[config.mk]
export PLATFORM = sky130hd
export DESIGN_NAME = ws2812_tx_ctrl
export DESIGN_NICKNAME = d
export VERILOG_FILES = /design/src/rtl/ws2812_tx_ctrl.sv
export SDC_FILE = /design/constraint.sdc
export NUM_CORES = 1
export LEC_CHECK = 0
export ABC_AREA = 1
export CAP_MARGIN = 20
export CELL_PAD_IN_SITES_DETAIL_PLACEMENT = 1
export CELL_PAD_IN_SITES_GLOBAL_PLACEMENT = 1
export CORE_MARGIN = 2
export CORE_UTILIZATION = 37
export DETAILED_ROUTE_END_ITERATION = 8
export MAX_ROUTING_LAYER = met4
export PLACE_DENSITY = 0.79
export SYNTH_ARGS = -nofsm -noshare
export SYNTH_HDL_FRONTEND = slang
export SYNTH_SLANG_ARGS = --single-unit
[constraint.sdc]
create_clock -name clk -period 4.7 [get_ports clk]
set_input_delay 0.94 -clock clk [delete_from_list [all_inputs] [get_ports clk]]
set_output_delay 0.94 -clock clk [all_outputs]
set_load 0.03 [all_outputs]
[src/rtl/ws2812_tx_ctrl.sv]
// rtl/ws2812_tx_ctrl.sv - WS2812 single-wire transmitter driving a 120-bit LED shift register
//
// Walks the shift register bit by bit, turns each bit into a timed high/low
// pulse on Data, repeats the word WORD_REPEAT times per frame and separates
// frames with a RESET_CYC low latch period.
//
// Ports:
//   clk                - system clock, all logic on posedge
//   reset              - synchronous, active-high
//   Run                - level; high keeps frames going back to back
//   CurrentBit         - MSB of the shift register
//   LoadRegister       - one-cycle pulse, shift register loads its word
//   RotateRegisterLeft - one-cycle pulse, shift register advances one bit
//   Data               - registered serial line to the first LED module
//   Busy               - high from LOAD through the last bit of a frame
//   FrameDone          - one-cycle pulse at the end of a post-frame latch

module ws2812_tx_ctrl #(
    parameter int NUM_BITS    = 120,
    parameter int WORD_REPEAT = 1,
    parameter int BIT_CYC     = 125,
    parameter int T0H_CYC     = 35,
    parameter int T1H_CYC     = 70,
    parameter int RESET_CYC   = 5000
) (
    input  logic clk,
    input  logic reset,
    input  logic Run,
    input  logic CurrentBit,
    output logic LoadRegister,
    output logic RotateRegisterLeft,
    output logic Data,
    output logic Busy,
    output logic FrameDone
);

    localparam int MAX_CYC = (BIT_CYC > RESET_CYC) ? BIT_CYC : RESET_CYC;
    localparam int CW      = (MAX_CYC > 1) ? $clog2(MAX_CYC) : 1;
    localparam int BW      = (NUM_BITS > 1) ? $clog2(NUM_BITS) : 1;
    localparam int WW      = (WORD_REPEAT > 1) ? $clog2(WORD_REPEAT) : 1;

    localparam logic [CW-1:0] BIT_LAST = CW'(BIT_CYC - 1);
    localparam logic [CW-1:0] RST_LAST = CW'(RESET_CYC - 1);
    localparam logic [CW-1:0] T0H      = CW'(T0H_CYC);
    localparam logic [CW-1:0] T1H      = CW'(T1H_CYC);
    localparam logic [BW-1:0] NB_LAST  = BW'(NUM_BITS - 1);
    localparam logic [WW-1:0] WR_LAST  = WW'(WORD_REPEAT - 1);

    typedef enum logic [1:0] {
        S_LATCH = 2'd0,
        S_LOAD  = 2'd1,
        S_BIT   = 2'd2
    } state_t;

    state_t        state_q, state_d;
    logic [CW-1:0] cyc_q, cyc_d;
    logic [BW-1:0] bit_q, bit_d;
    logic [WW-1:0] word_q, word_d;
    logic          sent_q, sent_d;
    logic          bitval_q, bitval_d;
    logic          data_q, data_d;

    always_ff @(posedge clk) begin
        if (reset) begin
            state_q  <= S_LATCH;
            cyc_q    <= '0;
            bit_q    <= '0;
            word_q   <= '0;
            sent_q   <= 1'b0;
            bitval_q <= 1'b0;
            data_q   <= 1'b0;
        end else begin
            state_q  <= state_d;
            cyc_q    <= cyc_d;
            bit_q    <= bit_d;
            word_q   <= word_d;
            sent_q   <= sent_d;
            bitval_q <= bitval_d;
            data_q   <= data_d;
        end
    end

    always_comb begin
        state_d            = state_q;
        cyc_d              = cyc_q;
        bit_d              = bit_q;
        word_d             = word_q;
        sent_d             = sent_q;
        bitval_d           = bitval_q;
        data_d             = 1'b0;
        LoadRegister       = 1'b0;
        RotateRegisterLeft = 1'b0;
        Busy               = 1'b0;
        FrameDone          = 1'b0;

        case (state_q)
            S_LATCH: begin
                // The counter parks on its last value while idle; SentFlag is
                // already clear then, so FrameDone cannot repeat.
                if (cyc_q == RST_LAST) begin
                    FrameDone = sent_q;
                    sent_d    = 1'b0;
                    if (Run) begin
                        state_d = S_LOAD;
                        cyc_d   = '0;
                    end
                end else begin
                    cyc_d = cyc_q + CW'(1);
                end
            end

            S_LOAD: begin
                LoadRegister = 1'b1;
                Busy         = 1'b1;
                bit_d        = '0;
                word_d       = '0;
                cyc_d        = '0;
                state_d      = S_BIT;
            end

            S_BIT: begin
                Busy = 1'b1;
                // BitVal is only valid from cycle 1, so cycle 0 is forced high.
                if (cyc_q == '0) begin
                    bitval_d = CurrentBit;
                    data_d   = 1'b1;
                end else begin
                    data_d = (cyc_q < (bitval_q ? T1H : T0H));
                end

                if (cyc_q == BIT_LAST) begin
                    // Rotate on every bit, the last one included, so the
                    // register wraps back to its loaded word for the next repeat.
                    RotateRegisterLeft = 1'b1;
                    cyc_d              = '0;
                    if (bit_q == NB_LAST) begin
                        bit_d = '0;
                        if (word_q == WR_LAST) begin
                            word_d  = '0;
                            sent_d  = 1'b1;
                            state_d = S_LATCH;
                        end else begin
                            word_d = word_q + WW'(1);
                        end
                    end else begin
                        bit_d = bit_q + BW'(1);
                    end
                end else begin
                    cyc_d = cyc_q + CW'(1);
                end
            end

            default: begin
                state_d = S_LATCH;
                cyc_d   = '0;
            end
        endcase
    end

    assign Data = data_q;

endmodule

=== Word level (Yosys, flattened, before mapping) ===
Index checks and enable logic that the tools add are counted.

* Register bits after elaboration: 26
* Word-level logic and storage cells: 64
* Input bits: 4

* $lt $le $gt $ge: 1
* Reduce and logical (&&, ||, !) cells: 11
* Bitwise gates (word level): 1
* Equality and inequality tests: 11
* Multiplexer cells: 30
* $add $sub $neg: 3

{| class="wikitable"
|+ Operators with widths
! cell !! number
|-
| 13-bit two-way mux || 3
|-
| 13-bit case mux with 2 select lines || 1
|-
| 7-bit two-way mux || 3
|-
| 1-bit two-way mux || 14
|-
| 7-bit case mux with 2 select lines || 1
|-
| 13-bit by 1-bit adder with 13-bit output (second input constant) || 1
|-
| 13-bit equality test (second input constant) || 1
|-
| 13-bit by 7-bit equality test with 1-bit output (second input constant) || 1
|-
| 13-bit zero test || 1
|-
| 13-bit by 7-bit < comparator with 1-bit output || 1
|-
| 2-bit two-way mux || 5
|-
| 2-bit inequality test (second input constant) || 5
|-
| 5-bit AND reduction || 2
|-
| 7-bit by 1-bit adder with 7-bit output (second input constant) || 1
|-
| 7-bit equality test (second input constant) || 1
|-
| 2-bit case mux with 3 select lines || 1
|-
| 1-bit case mux with 2 select lines || 2
|-
| 2-bit AND reduction || 2
|-
| 2-bit nonzero test || 2
|-
| 2-bit OR reduction || 2
|-
| 3-bit inequality test (second input constant) || 1
|-
| 3-bit AND reduction || 1
|-
| 2-bit by 1-bit equality test with 1-bit output (second input constant) || 1
|-
| 2-bit equality test (second input constant) || 1
|-
| 3 further kinds || 3
|}

=== Longest topological paths before layout ===
* Depth after elaboration: 5
* Mapped depth: 12
* Mapped depth without buffers: 12

=== Least setup slack after synthesis ===
OpenSTA, ideal clock, no wires.

* Path kind: reg-to-output
* Start: register cyc_q[0]
* End: output port RotateRegisterLeft
* Cell stages (with the launch flop): 9
* Required time: 3.760 ns
* Buffers on the path: 0
* Setup slack: 2.371 ns
* Arrival time: 1.389 ns
* Path through: dfxtp_1 -> inv_1 -> ha_1 -> inv_1 -> nor2_1 -> nand2_1 -> nor2_2 -> inv_2 -> nor2_1

* Longest elaborated chain between the ends: 3

{| class="wikitable"
|+ RTL lines
! what !! RTL line !! RTL
|-
| from (decl) || 56 || <nowiki>logic [CW-1:0] cyc_q, cyc_d;</nowiki>
|-
| from (signal assigned) || 74 || <nowiki>cyc_q <= cyc_d;</nowiki>
|-
| 13-bit by 7-bit equality test with 1-bit output || 131 || <nowiki>if (cyc_q == BIT_LAST) begin</nowiki>
|-
| 1-bit two-way mux || 131 ||
|-
| 1-bit two-way mux || 96 || <nowiki>case (state_q)</nowiki>
|-
| to (decl) || 31 || <nowiki>output logic RotateRegisterLeft,</nowiki>
|}

No other way between the ends.

=== Worst setup path after layout ===
Same ends and word-level chain as after synthesis.

==> impl_table.tex <==
\begin{tabular}{lr}
\hline
Metric & Value \\
\hline
\multicolumn{2}{l}{\textbf{Timing}} \\
\quad Final Max Slew Viols & 0 \\
\quad Final worst clock skew & between 0.004 and 0.005 ns \\
\quad RSZ-0062 raised after global routing & no \\
\quad Finish-stage setup viols & 0 \\
\quad Max Clk Rate & 314.8 MHz \\
\quad Number of endpoints with negative hold slack in the final report & 0 \\
\quad Final worst path period need & 3.176 ns \\
\quad Worst Max-Slew Pin Slew & 0.4682 ns \\
\quad Normalized max-slew margin & 68.78\% \\
\quad Setup TNS & 0 ns \\
\quad Ratio of final minimum period to clock period & 67.58\% \\
\multicolumn{2}{l}{\textbf{Layout}} \\
\quad Finished Layout Cells & 297 \\
\quad Ant. Diodes & 0 \\
\quad Area growth from synthesis to layout & 10.74\% \\
\quad Number of nets in the final layout & 261 \\
\quad Layout cell share with drive strength beyond 1 & 10.93\% \\
\multicolumn{2}{l}{\textbf{Power}} \\
\quad Internal portion of total power & 0.3712 mW \\
\quad Flop pwr share & approximately two fifths \\
\quad Psw & 0.2389 mW \\
\quad Fraction of power consumed by combinational cells & 37.5\% \\
\quad Pwr per Cell Area & between 300 and 400 mW/mm² \\
\quad IR drop worst, VDD & 313.6 µV \\
\quad Sw frac & 39.16\% \\
\quad Power share of the clock group & 21.2\% \\
\quad Leakage & a little under 0.7 nW \\
\multicolumn{2}{l}{\textbf{Die}} \\
\quad Die outline height & 69.69 µm \\
\quad Initial Utilization & 39.07\% \\
\quad Die outline area & 0.004857 mm² \\
\quad Count of standard-cell rows & 23 \\
\quad Core ar. & just over 0.004 mm² \\
\quad Number of primary I/O pins & 9 \\
\quad Die extent in x & 69.69 µm \\
\multicolumn{2}{l}{\textbf{Clock tree}} \\
\quad CTS hold repair buffers & 0 \\
\quad Clock network latency to the later pin of the worst-skew pair & between 0.2 and 0.3 ns \\
\quad CTS buffer count & 3 \\
\quad Worst-case clock buffer depth & 2 \\
\quad CTS sink cnt & 25 \\
\quad Clock root buffer master & sky130\_fd\_sc\_hd\_\_clkbuf\_8 \\
\quad CTS clk-pin slew, worst paths & 0.09 ns \\
\quad Number of gates resized after cts & 0 \\
\quad CTS H-Tree Depth & 1 \\
\quad Clock tree from TritonCTS & yes \\
\quad Post-CTS Setup Inserts & 0 \\
\multicolumn{2}{l}{\textbf{Global routing}} \\
\quad Pin count of the biggest net entering global routing & 14 \\
\quad Number of global-route vias before repair & $\sim$1500 \\
\quad Overall overflow remaining after global route & 0 \\
\quad GRT Resource Usage Total & 17.58\% \\
\quad Global-route wire length before repair & 6789 µm \\
\quad Number of antenna violations at the first check in global routing & 0 \\
\multicolumn{2}{l}{\textbf{Yosys}} \\
\quad Top post-synthesis cells by area & sky130\_fd\_sc\_hd\_\_dfxtp\_1 (31\%), sky130\_fd\_sc\_hd\_\_nand2\_1 (13\%), sky130\_fd\_sc\_hd\_\_nor2\_1 (8.2\%) \\
\quad Post-synth EDFFs & 0 \\
\quad Post-Synthesis Cell Area & between 0.0015 and 0.002 mm² \\
\quad Flip-flop and latch count after synthesis & 25 \\
\quad Sequential share of the synthesized area & 31.35\% \\
\quad Largest area contributor in the synthesized netlist & sky130\_fd\_sc\_hd\_\_dfxtp\_1 \\
\quad Synthesized Nets & 250 \\
\quad Most common cell in the synthesized netlist & sky130\_fd\_sc\_hd\_\_nand2\_1 \\
\quad Count of yosys warnings during synthesis & 0 \\
\quad Leading post-synthesis cells by instance count & sky130\_fd\_sc\_hd\_\_nand2\_1 (55), sky130\_fd\_sc\_hd\_\_nor2\_1 (35), sky130\_fd\_sc\_hd\_\_inv\_1 (28) \\
\quad Async set-reset flop share out of synthesis & 0\% \\
\quad Mean post-synth cell area & 6.736 µm² \\
\quad Dominant synthesized flop cell & sky130\_fd\_sc\_hd\_\_dfxtp\_1 \\
\quad Unique masters post-synth & 30 \\
\quad Gate Count Post-Synth & 237 \\
\quad Fraction of synthesized cell area taken by the top area cell type & 31.35\% \\
\multicolumn{2}{l}{\textbf{Routing}} \\
\quad First-pass iteration count of the detailed router & 4 \\
\quad DRC Markers & 0 \\
\quad Via total after detailed routing & between 1000 and 1500 \\
\quad Number of DRC markers after the initial detailed-route iteration & 70 \\
\quad Count of antenna-violating nets left after detailed routing & 0 \\
\quad Mean number of vias per cell & 5.007 \\
\quad Average wire length per cell after detail routing & 12.88 µm \\
\quad Overall routed net length & between 3000 and 4000 µm \\
\multicolumn{2}{l}{\textbf{Setup path}} \\
\quad Top Family by Delay on Critical Path & buffers and inverters \\
\quad Worst path buffer plus inverter count & 4 \\
\quad Endpoint type of the worst setup path & primary output \\
\quad Required time of the critical path & 3.76 ns \\
\quad Crit start category & flip-flop \\
\quad Largest stage delay on the critical path & about 0.70 ns \\
\quad Cell-by-cell listing of the critical path & inv\_1 -> ha\_1 -> inv\_1 -> nor2\_1 -> nand2\_1 -> nor2\_2 -> inv\_2 -> nor2\_1 -> clkdlybuf4s50\_1 \\
\quad Setup CP Type & flip-flop to primary output \\
\quad Critical path's slowest cell & sky130\_fd\_sc\_hd\_\_clkdlybuf4s50\_1 \\
\quad Endpoint arrival time on the critical path & roughly 2.2 ns \\
\quad Crit-path max FO & 4 \\
\multicolumn{2}{l}{\textbf{Placement}} \\
\quad Routability-driven placement congestion ratio & slightly below 0.9 \\
\quad Number of placed instances, taps included & 293 \\
\quad Number of input and output port buffers inserted & 8 \\
\quad Placed wire-length estimate & between 3000 and 4000 µm \\
\multicolumn{2}{l}{\textbf{Status}} \\
\quad Run status & complete, no violations \\
\multicolumn{2}{l}{\textbf{Job}} \\
\quad Max-Cap Viols & 0 \\
\multicolumn{2}{l}{\textbf{Worst hold path}} \\
\quad Class of the worst hold path & flip-flop to flip-flop \\
\hline
\end{tabular}
sequential cells by signal (all words and copies together) (netlist names):
register and count:
cyc_q 13, bit_q 7, state_q 2, Data 1, bitval_q 1, sent_q 1
power by group through the flow:
stage	sequential [mW]	combinational, mW	clock (mW)
2_1_floorplan	0.254	0.173	0
3_3_place_gp	0.256	0.224	0
3_5_place_dp	0.257	0.232	0
4_1_cts	0.252	0.233	0.137
5_1_grt	0.256	0.263	0.143
6_report	0.252	0.229	0.129
worst min-delay path: stages, from the launching register on:
cell and delay, ns:
sky130_fd_sc_hd__dfxtp_1 0.32, sky130_fd_sc_hd__nand2_1 0.06, sky130_fd_sc_hd__a21oi_1 0.05
layout make-up:
cell class	count	area, µm²
clock buffers	4	45.04
fillers	554	2318
inverters	35	131.4
multi-input cells	175	948.4
flip-flops and latches	25	500.5
well taps	50	62.56
repair buffers	8	80.08
placed cells by master (no fill, tap or decap), types with 3 or more instances in the layout:
cell,count
sky130_fd_sc_hd__a21oi_1,9
sky130_fd_sc_hd__clkbuf_8,3
sky130_fd_sc_hd__clkdlybuf4s50_1,8
sky130_fd_sc_hd__dfxtp_1,25
sky130_fd_sc_hd__ha_1,9
sky130_fd_sc_hd__inv_1,28
sky130_fd_sc_hd__inv_2,5
sky130_fd_sc_hd__nand2_1,55
sky130_fd_sc_hd__nand2_2,5
sky130_fd_sc_hd__nand3_1,15
sky130_fd_sc_hd__nand4_1,6
sky130_fd_sc_hd__nor2_1,35
sky130_fd_sc_hd__nor2_2,3
sky130_fd_sc_hd__nor3_1,4
sky130_fd_sc_hd__o21ai_0,10
sky130_fd_sc_hd__xor2_1,6
layer usage:
metal | global-route usage, % | wire [µm] | up-vias
met2 | 28.85 | 1758 | 13
met5 | - | 0 | -
met4 | 2.350 | 21 | 0
met3 | 3.052 | 103 | 2
li1 | - | - | 780
met1 | 23.39 | 1941 | 692
metrics by stage:
| stage | total power [mW] | area [µm²] | setup slack [ns] | hold slack [ns] | util, % |
|---|---|---|---|---|---|
| floorplan | 0.4277 | 1597 | 2.371 | 0.4334 | - |
| global placement | 0.4801 | 1723 | 1.872 | 0.4540 | 42.16 |
| detailed placement | 0.4892 | 1723 | 1.825 | 0.4646 | 42.16 |
| CTS | 0.6222 | 1768 | 1.489 | 0.4793 | 43.26 |
| global route | 0.6611 | 1768 | 1.325 | 0.4960 | 43.26 |
| finish | 0.6102 | 1768 | 1.524 | 0.4720 | 43.26 |
path summary, 6_finish.rpt:
path,start,to,slack (ns),cells after the start
worst min-delay path,sent_q$_SDFFE_PP0P_,sent_q$_SDFFE_PP0P_,0.47,2
worst max register to register,cyc_q[0]$_SDFFE_PP0P_,bit_q[4]$_SDFFE_PP0P_,2.77,11
worst max-delay path,cyc_q[0]$_SDFFE_PP0P_,RotateRegisterLeft,1.52,9
worst min register to register,sent_q$_SDFFE_PP0P_,sent_q$_SDFFE_PP0P_,0.47,2
logic make-up after synthesis:
kind of cell	synth area share [%]
simple gates	39.66
fa+ha+maj	7.053
flops	31.35
xor+xnor	3.292
buf+inv	9.248
compound gates	9.405
(Power assumes the default switching activity.)
